--- config.mk ---
export PLATFORM = sky130hd
export DESIGN_NAME = seven_segment_rx_decoder_flat
export DESIGN_NICKNAME = d
export VERILOG_FILES = /design/src/rtl/seven_seg_pkg.sv /design/src/rtl/seven_segment_rx_decoder_if.sv /design/src/rtl/seven_seg_sync_filter.sv /design/src/rtl/seven_segment_rx_decoder.sv /design/src/flat_wrapper.sv
export SDC_FILE = /design/constraint.sdc
export NUM_CORES = 1
export LEC_CHECK = 0
export BUFFER_PORTS_ARGS = -buffer_cell sky130_fd_sc_hd__buf_4
export CAP_MARGIN = 20
export CORE_UTILIZATION = 46
export CTS_BUF_LIST = sky130_fd_sc_hd__clkbuf_8
export DETAILED_ROUTE_END_ITERATION = 8
export PLACE_DENSITY = 0.61
export SLEW_MARGIN = 20
export SYNTH_ARGS = -nofsm -noshare
export SYNTH_HDL_FRONTEND = slang
export SYNTH_SLANG_ARGS = --single-unit
--- constraint.sdc ---
create_clock -name i_Clk -period 2.2 [get_ports i_Clk]
set_input_delay 0.22 -clock i_Clk [delete_from_list [all_inputs] [get_ports i_Clk]]
set_output_delay 0.22 -clock i_Clk [all_outputs]
set_load 0.005 [all_outputs]
--- src/rtl/seven_seg_pkg.sv ---
// rtl/seven_seg_pkg.sv - shared seven-segment lit-map table and decode function
//
// Purpose: one table of lit-maps {A,B,C,D,E,F,G} (1 = lit) for hex digits,
// used by both the receive-side decoder and the transmit-side encoder.
// Ports: none (package).
package seven_seg_pkg;

  localparam logic [6:0] SEG_BLANK = 7'b0000000;

  localparam logic [6:0] SEG_0 = 7'b1111110;
  localparam logic [6:0] SEG_1 = 7'b0110000;
  localparam logic [6:0] SEG_2 = 7'b1101101;
  localparam logic [6:0] SEG_3 = 7'b1111001;
  localparam logic [6:0] SEG_4 = 7'b0110011;
  localparam logic [6:0] SEG_5 = 7'b1011011;
  localparam logic [6:0] SEG_6 = 7'b1011111;
  localparam logic [6:0] SEG_7 = 7'b1110000;
  localparam logic [6:0] SEG_8 = 7'b1111111;
  localparam logic [6:0] SEG_9 = 7'b1111011;
  localparam logic [6:0] SEG_A = 7'b1110111;
  localparam logic [6:0] SEG_B = 7'b0011111;
  localparam logic [6:0] SEG_C = 7'b1001110;
  localparam logic [6:0] SEG_D = 7'b0111101;
  localparam logic [6:0] SEG_E = 7'b1001111;
  localparam logic [6:0] SEG_F = 7'b1000111;

  // Returns {hit, value}; hit=0 means the pattern is not a hex digit.
  function automatic logic [4:0] seg_decode(input logic [6:0] seg);
    logic [4:0] r;
    r = 5'b0_0000;
    case (seg)
      SEG_0:   r = {1'b1, 4'h0};
      SEG_1:   r = {1'b1, 4'h1};
      SEG_2:   r = {1'b1, 4'h2};
      SEG_3:   r = {1'b1, 4'h3};
      SEG_4:   r = {1'b1, 4'h4};
      SEG_5:   r = {1'b1, 4'h5};
      SEG_6:   r = {1'b1, 4'h6};
      SEG_7:   r = {1'b1, 4'h7};
      SEG_8:   r = {1'b1, 4'h8};
      SEG_9:   r = {1'b1, 4'h9};
      SEG_A:   r = {1'b1, 4'hA};
      SEG_B:   r = {1'b1, 4'hB};
      SEG_C:   r = {1'b1, 4'hC};
      SEG_D:   r = {1'b1, 4'hD};
      SEG_E:   r = {1'b1, 4'hE};
      SEG_F:   r = {1'b1, 4'hF};
      default: r = 5'b0_0000;
    endcase
    return r;
  endfunction

endpackage

--- src/rtl/seven_segment_rx_decoder_if.sv ---
// rtl/seven_segment_rx_decoder_if.sv - segment input lines and decoded result bus
//
// Purpose: groups the seven segment lines and the decoder results.
// Ports (signals):
//   i_Segment_A..G  : segment lines, driven by master, asynchronous
//   o_Binary_Num    : last decoded value
//   o_Valid         : one-cycle strobe per accepted change
//   o_Error         : accepted pattern not a hex digit
//   o_Blank         : accepted pattern all segments off
//   o_Change_Count  : wrapping count of accepted changes
interface seven_segment_rx_decoder_if #(
  parameter int COUNT_W = 8
);
  logic               i_Segment_A;
  logic               i_Segment_B;
  logic               i_Segment_C;
  logic               i_Segment_D;
  logic               i_Segment_E;
  logic               i_Segment_F;
  logic               i_Segment_G;
  logic [3:0]         o_Binary_Num;
  logic               o_Valid;
  logic               o_Error;
  logic               o_Blank;
  logic [COUNT_W-1:0] o_Change_Count;

  modport master (
    output i_Segment_A, i_Segment_B, i_Segment_C, i_Segment_D,
           i_Segment_E, i_Segment_F, i_Segment_G,
    input  o_Binary_Num, o_Valid, o_Error, o_Blank, o_Change_Count
  );

  modport slave (
    input  i_Segment_A, i_Segment_B, i_Segment_C, i_Segment_D,
           i_Segment_E, i_Segment_F, i_Segment_G,
    output o_Binary_Num, o_Valid, o_Error, o_Blank, o_Change_Count
  );
endinterface

--- src/rtl/seven_seg_sync_filter.sv ---
// rtl/seven_seg_sync_filter.sv - segment synchronizer, normalizer and stability filter
//
// Purpose: brings the pins into i_Clk, converts them to a lit-map and offers
// a pattern for acceptance once it has been stable for STABLE_CLKS cycles.
// Ports:
//   i_Clk, i_Rst_L : clock, asynchronous active-low reset
//   i_Pins[6:0]    : raw pins {A,B,C,D,E,F,G}
//   o_Pattern[6:0] : candidate lit-map, meaningful while o_Accept is high
//   o_Accept       : candidate is stable and differs from the last accepted one
module seven_seg_sync_filter
  import seven_seg_pkg::*;
#(
  parameter int STABLE_CLKS   = 250000,
  parameter bit ACTIVE_LOW_IN = 1'b1
) (
  input  logic       i_Clk,
  input  logic       i_Rst_L,
  input  logic [6:0] i_Pins,
  output logic [6:0] o_Pattern,
  output logic       o_Accept
);

  localparam int              CNT_W   = $clog2(STABLE_CLKS) + 1;
  localparam logic [CNT_W-1:0] CNT_MAX = CNT_W'(STABLE_CLKS - 1);
  // Pin level that means "segment off", so reset looks like a blank display.
  localparam logic [6:0]      PIN_OFF = ACTIVE_LOW_IN ? 7'h7F : 7'h00;

  logic [6:0]       sync_1;
  logic [6:0]       sync_2;
  logic [6:0]       seg;
  logic [6:0]       candidate;
  logic [6:0]       accepted;
  logic [CNT_W-1:0] count;

  always_ff @(posedge i_Clk or negedge i_Rst_L) begin
    if (!i_Rst_L) begin
      sync_1 <= PIN_OFF;
      sync_2 <= PIN_OFF;
    end else begin
      sync_1 <= i_Pins;
      sync_2 <= sync_1;
    end
  end

  assign seg = ACTIVE_LOW_IN ? ~sync_2 : sync_2;

  // Count saturates at CNT_MAX, so once accepted==candidate no repeat strobe.
  assign o_Accept  = (count == CNT_MAX) && (candidate != accepted);
  assign o_Pattern = candidate;

  always_ff @(posedge i_Clk or negedge i_Rst_L) begin
    if (!i_Rst_L) begin
      candidate <= SEG_BLANK;
      accepted  <= SEG_BLANK;
      count     <= '0;
    end else begin
      if (seg != candidate) begin
        candidate <= seg;
        count     <= '0;
      end else if (count < CNT_MAX) begin
        count <= count + 1'b1;
      end
      if (o_Accept) begin
        accepted <= candidate;
      end
    end
  end

endmodule

--- src/rtl/seven_segment_rx_decoder.sv ---
// rtl/seven_segment_rx_decoder.sv - seven-segment receive decoder top
//
// Purpose: filters the segment lines, decodes accepted patterns to hex and
// reports each accepted change with a strobe and a wrapping counter.
// Ports:
//   i_Clk, i_Rst_L : clock, asynchronous active-low reset
//   bus (slave)    : segment lines in; Binary_Num/Valid/Error/Blank/Change_Count out
module seven_segment_rx_decoder
  import seven_seg_pkg::*;
#(
  parameter int STABLE_CLKS   = 250000,
  parameter bit ACTIVE_LOW_IN = 1'b1,
  parameter int COUNT_W       = 8
) (
  input  logic                        i_Clk,
  input  logic                        i_Rst_L,
  seven_segment_rx_decoder_if.slave   bus
);

  logic [6:0]         pattern;
  logic               accept;
  logic [4:0]         dec;
  logic [3:0]         binary_num;
  logic               valid;
  logic               error;
  logic               blank;
  logic [COUNT_W-1:0] change_count;

  seven_seg_sync_filter #(
    .STABLE_CLKS   (STABLE_CLKS),
    .ACTIVE_LOW_IN (ACTIVE_LOW_IN)
  ) u_filter (
    .i_Clk     (i_Clk),
    .i_Rst_L   (i_Rst_L),
    .i_Pins    ({bus.i_Segment_A, bus.i_Segment_B, bus.i_Segment_C,
                 bus.i_Segment_D, bus.i_Segment_E, bus.i_Segment_F,
                 bus.i_Segment_G}),
    .o_Pattern (pattern),
    .o_Accept  (accept)
  );

  assign dec = seg_decode(pattern);

  // Blank and error patterns keep the last good digit on o_Binary_Num.
  always_ff @(posedge i_Clk or negedge i_Rst_L) begin
    if (!i_Rst_L) begin
      binary_num   <= 4'h0;
      valid        <= 1'b0;
      error        <= 1'b0;
      blank        <= 1'b1;
      change_count <= '0;
    end else begin
      valid <= accept;
      if (accept) begin
        change_count <= change_count + 1'b1;
        if (dec[4]) begin
          binary_num <= dec[3:0];
          error      <= 1'b0;
          blank      <= 1'b0;
        end else if (pattern == SEG_BLANK) begin
          error <= 1'b0;
          blank <= 1'b1;
        end else begin
          error <= 1'b1;
          blank <= 1'b0;
        end
      end
    end
  end

  assign bus.o_Binary_Num   = binary_num;
  assign bus.o_Valid        = valid;
  assign bus.o_Error        = error;
  assign bus.o_Blank        = blank;
  assign bus.o_Change_Count = change_count;

endmodule

--- src/flat_wrapper.sv ---
// flat-port wrapper written by rule: the top's interface ports become plain ports
module seven_segment_rx_decoder_flat import seven_seg_pkg::*;
#(
  parameter int STABLE_CLKS   = 250000,
  parameter bit ACTIVE_LOW_IN = 1'b1,
  parameter int COUNT_W       = 8
)
  (i_Clk, i_Rst_L, bus_i_Segment_A, bus_i_Segment_B, bus_i_Segment_C, bus_i_Segment_D, bus_i_Segment_E, bus_i_Segment_F, bus_i_Segment_G, bus_o_Binary_Num, bus_o_Valid, bus_o_Error, bus_o_Blank, bus_o_Change_Count);
  seven_segment_rx_decoder_if #(.COUNT_W(COUNT_W)) bus_i ();
  input  logic i_Clk;
  input  logic i_Rst_L;
  input wire logic [$bits(bus_i.i_Segment_A)-1:0] bus_i_Segment_A;
  input wire logic [$bits(bus_i.i_Segment_B)-1:0] bus_i_Segment_B;
  input wire logic [$bits(bus_i.i_Segment_C)-1:0] bus_i_Segment_C;
  input wire logic [$bits(bus_i.i_Segment_D)-1:0] bus_i_Segment_D;
  input wire logic [$bits(bus_i.i_Segment_E)-1:0] bus_i_Segment_E;
  input wire logic [$bits(bus_i.i_Segment_F)-1:0] bus_i_Segment_F;
  input wire logic [$bits(bus_i.i_Segment_G)-1:0] bus_i_Segment_G;
  output wire logic [$bits(bus_i.o_Binary_Num)-1:0] bus_o_Binary_Num;
  output wire logic [$bits(bus_i.o_Valid)-1:0] bus_o_Valid;
  output wire logic [$bits(bus_i.o_Error)-1:0] bus_o_Error;
  output wire logic [$bits(bus_i.o_Blank)-1:0] bus_o_Blank;
  output wire logic [$bits(bus_i.o_Change_Count)-1:0] bus_o_Change_Count;
  assign bus_i.i_Segment_A = bus_i_Segment_A;
  assign bus_i.i_Segment_B = bus_i_Segment_B;
  assign bus_i.i_Segment_C = bus_i_Segment_C;
  assign bus_i.i_Segment_D = bus_i_Segment_D;
  assign bus_i.i_Segment_E = bus_i_Segment_E;
  assign bus_i.i_Segment_F = bus_i_Segment_F;
  assign bus_i.i_Segment_G = bus_i_Segment_G;
  assign bus_o_Binary_Num = bus_i.o_Binary_Num;
  assign bus_o_Valid = bus_i.o_Valid;
  assign bus_o_Error = bus_i.o_Error;
  assign bus_o_Blank = bus_i.o_Blank;
  assign bus_o_Change_Count = bus_i.o_Change_Count;
  seven_segment_rx_decoder #(.STABLE_CLKS(STABLE_CLKS), .ACTIVE_LOW_IN(ACTIVE_LOW_IN), .COUNT_W(COUNT_W)) u_core (.i_Clk(i_Clk), .i_Rst_L(i_Rst_L), .bus(bus_i));
endmodule
==> run summary <==
Routed len/inst: 14.1 um
Clock buffer depth: 2
H-Tree Depth: 3
Final-stage net count: 340
CP Class: reg2reg
HP Start: u_core.u_filter.sync_1[1]$_DFF_PN1_
Diodes inserted: 0
Routability congestion estimate: 0.844
Final period util: 0.934
Top_reg_cell synth: dfrtp_1
DP HPWL: 3850 um
Number of antenna violations at the first check in global routing: 0
Vias: 2296
Initial Utilization: 0.482
Ys async rst share: 1.00
DR iter-0 viols: 149
Startpoint types: flop
Area leader, netlist: dfrtp_1
# DRC: 2
Largest net degree at the start of global routing: 63
Ys Warns: 0
Via density: 5.59
Drt pass-1 iters: 6
Maximum clock rate: 0.487 GHz
Total CTS buffers: 9
Worst-Skew Late Latency: 0.34 ns
Clock root buffer: clkbuf_8
Leading cell types by count after synthesis: dfrtp_1, xor2_1, nand2_1
Tightest Pin Transition: 0.761 ns
Rel. slew slack: 0.492
CTS tree: built
Die H: 84.0 um
PD cells: 665 nW/um2
Post-CTS Repair Setup Buffers: 0
WL final: 5800 um
Total congestion overflow: 0
Yosys top cell area share: 0.380
Clock Skew: 0.00558 ns
I/O Pins: 24
Failing checks: design-rule violations
Max Slew Vio Count: 0
Netlist cell types: 55
Leak pwr: 1.58 nW
Critical Path Start: u_core.u_filter.o_Pattern[2]$_DFFE_PN0N_
Hold_ws: 0.356 ns
Tot GR Track Use: 0.182
#FFs+latches synth: 62
Mean Syn Cell Area: 10.6 um2
Most frequent cell after synthesis: dfrtp_1
CP Data Arrival Time: 2.28 ns
CTS Hold Bufs: 8
Highest metal used: met4
Die area: 7060 um2
Vias in the first global route: 2097
Syn Inst Count: 292
Die width: 84.0 um
Worst Setup End Kind: flop
Synth area leaders: dfrtp_1, dfstp_2, xor2_1, mux2_1, xnor2_1
CP Max Fanout: 13
P&R area growth vs syn: 19.5%
Metal2 WL: 2540 um
Number of synthesized flops with an enable pin: 0
First-pass GRT wire length: 9960 um
Final hold vios: 0
Final Setup Violations: 0
Status: finished, violations left
Wire length on met1: 2910 um
# Max-Cap Violations: 0
Port Buf Inserts: 23
# fillers: 558
Fin crit period: 2.05 ns
# rows: 29
Sink Count: 62
Met3 WL: 234 um
Worst VDD drop: 0.378 mV
WP data required: 2.42 ns
Number of gates resized after CTS: 0
Detail Route Antenna Nets: 0
Layout cells sized above 1: 0.243
Syn nets: 303
Reg clk slew, reported paths: 0.07 ns
Core area: 6420 um2
Sequential area share after synthesis: 0.507
Setup_tns: 0 ns
RSZ-0062 raised after global routing: no
Hold Path Class: reg2reg
Post-Syn Area: 3090 um2
Reg2reg start: u_core.u_filter.o_Pattern[2]$_DFFE_PN0N_
sequential cells by signal, indices dropped and copies added (netlist names):
signal and flops:
u_core.bus.o_Binary_Num 4, u_core.bus.o_Blank 1, u_core.bus.o_Change_Count 8, u_core.bus.o_Error 1
u_core.bus.o_Valid 1, u_core.u_filter.accepted 7, u_core.u_filter.count 19, u_core.u_filter.o_Pattern 7
u_core.u_filter.sync_1 7, u_core.u_filter.sync_2 7
placed cells by master, fill, tap and decap left out, types with 4 or more instances in the layout:
cell,Yosys,final
clkbuf_8,0,11
nor4_1,6,6
dlygate4sd3_1,0,8
nor2_1,15,15
or3_1,10,10
nand3_1,8,8
nand2_1,17,17
a21oi_1,13,13
dfrtp_1,47,47
buf_4,0,36
nor3_1,5,5
nand4b_1,4,4
xnor2_1,10,10
mux2_1,9,9
xor2_1,18,18
dfstp_2,15,15
inv_1,12,12
nand4_1,9,9
o21ai_0,16,16
worst max-delay path: stages (launching register included):
cell      delay (ns)
dfrtp_1         0.41
buf_4           0.21
or3b_1          0.37
a211oi_1        0.26
nor3_1          0.13
a21oi_2         0.22
mux2_1          0.33
per-stage QoR:
stage | area, um2 | worst slack [ns] | utilization | cells | power [W]
2_1_floorplan | 3090 | 0.302 | - | 292 | 0.00127
3_3_place_gp | 3380 | 0.198 | 0.527 | 387 | 0.00132
3_5_place_dp | 3380 | 0.159 | 0.527 | 387 | 0.00132
4_1_cts | 3700 | 0.154 | 0.576 | 411 | 0.00249
5_1_grt | 3700 | 0.0446 | 0.576 | 411 | 0.00256
6_report | 3700 | 0.145 | 0.576 | 411 | 0.00246
report_power, final:
part           internal [W]  leakage, nW  switching [W]  total (W)
sequential          0.00117        0.798      0.0000217    0.00119
combinational     0.0000514        0.662      0.0000692   0.000121
clock              0.000699        0.116       0.000448    0.00115
total               0.00192         1.58       0.000539    0.00246
final timing paths:
kind	end	slack (ns)	depth (start not counted)
max	u_core.bus.o_Binary_Num[2]$_DFFE_PN0P_	0.15	6
min in group asynchronous	u_core.bus.o_Binary_Num[0]$_DFFE_PN0P_	0.49	2
min reg2reg	u_core.u_filter.sync_2[1]$_DFF_PN1_	0.36	0
min	u_core.u_filter.sync_2[1]$_DFF_PN1_	0.36	0
max reg2reg	u_core.bus.o_Binary_Num[2]$_DFFE_PN0P_	0.15	6
max in group asynchronous	u_core.u_filter.o_Pattern[4]$_DFFE_PN0N_	1.19	2
layer usage:
| metal | up-vias | global-route usage |
|---|---|---|
| met3 | 10 | 0.0445 |
| met5 | - | 0 |
| met4 | 0 | 0.0909 |
| met2 | 68 | 0.273 |
| met1 | 1098 | 0.246 |
| li1 | 1120 | - |
area by class of cell:
type	count	area, um2	area share
clock buffers	11	151	0.0409
clock inverters	5	81.3	0.0220
inverters	12	45.0	0.0122
multi-input cells	199	1380	0.374
flip-flops and latches	62	1570	0.425
well taps	77	96.3	0.0261
repair buffers	45	370	0.100
kinds of logic after synthesis:
family          after synthesis  synth area share
compound gates               52             0.108
xor+xnor                     28            0.0793
fa+ha+maj                     2           0.00809
buf+inv                      31            0.0457
flops                        62             0.507
mux                          10            0.0360
simple gates                107             0.215
(Power assumes the default switching activity.)
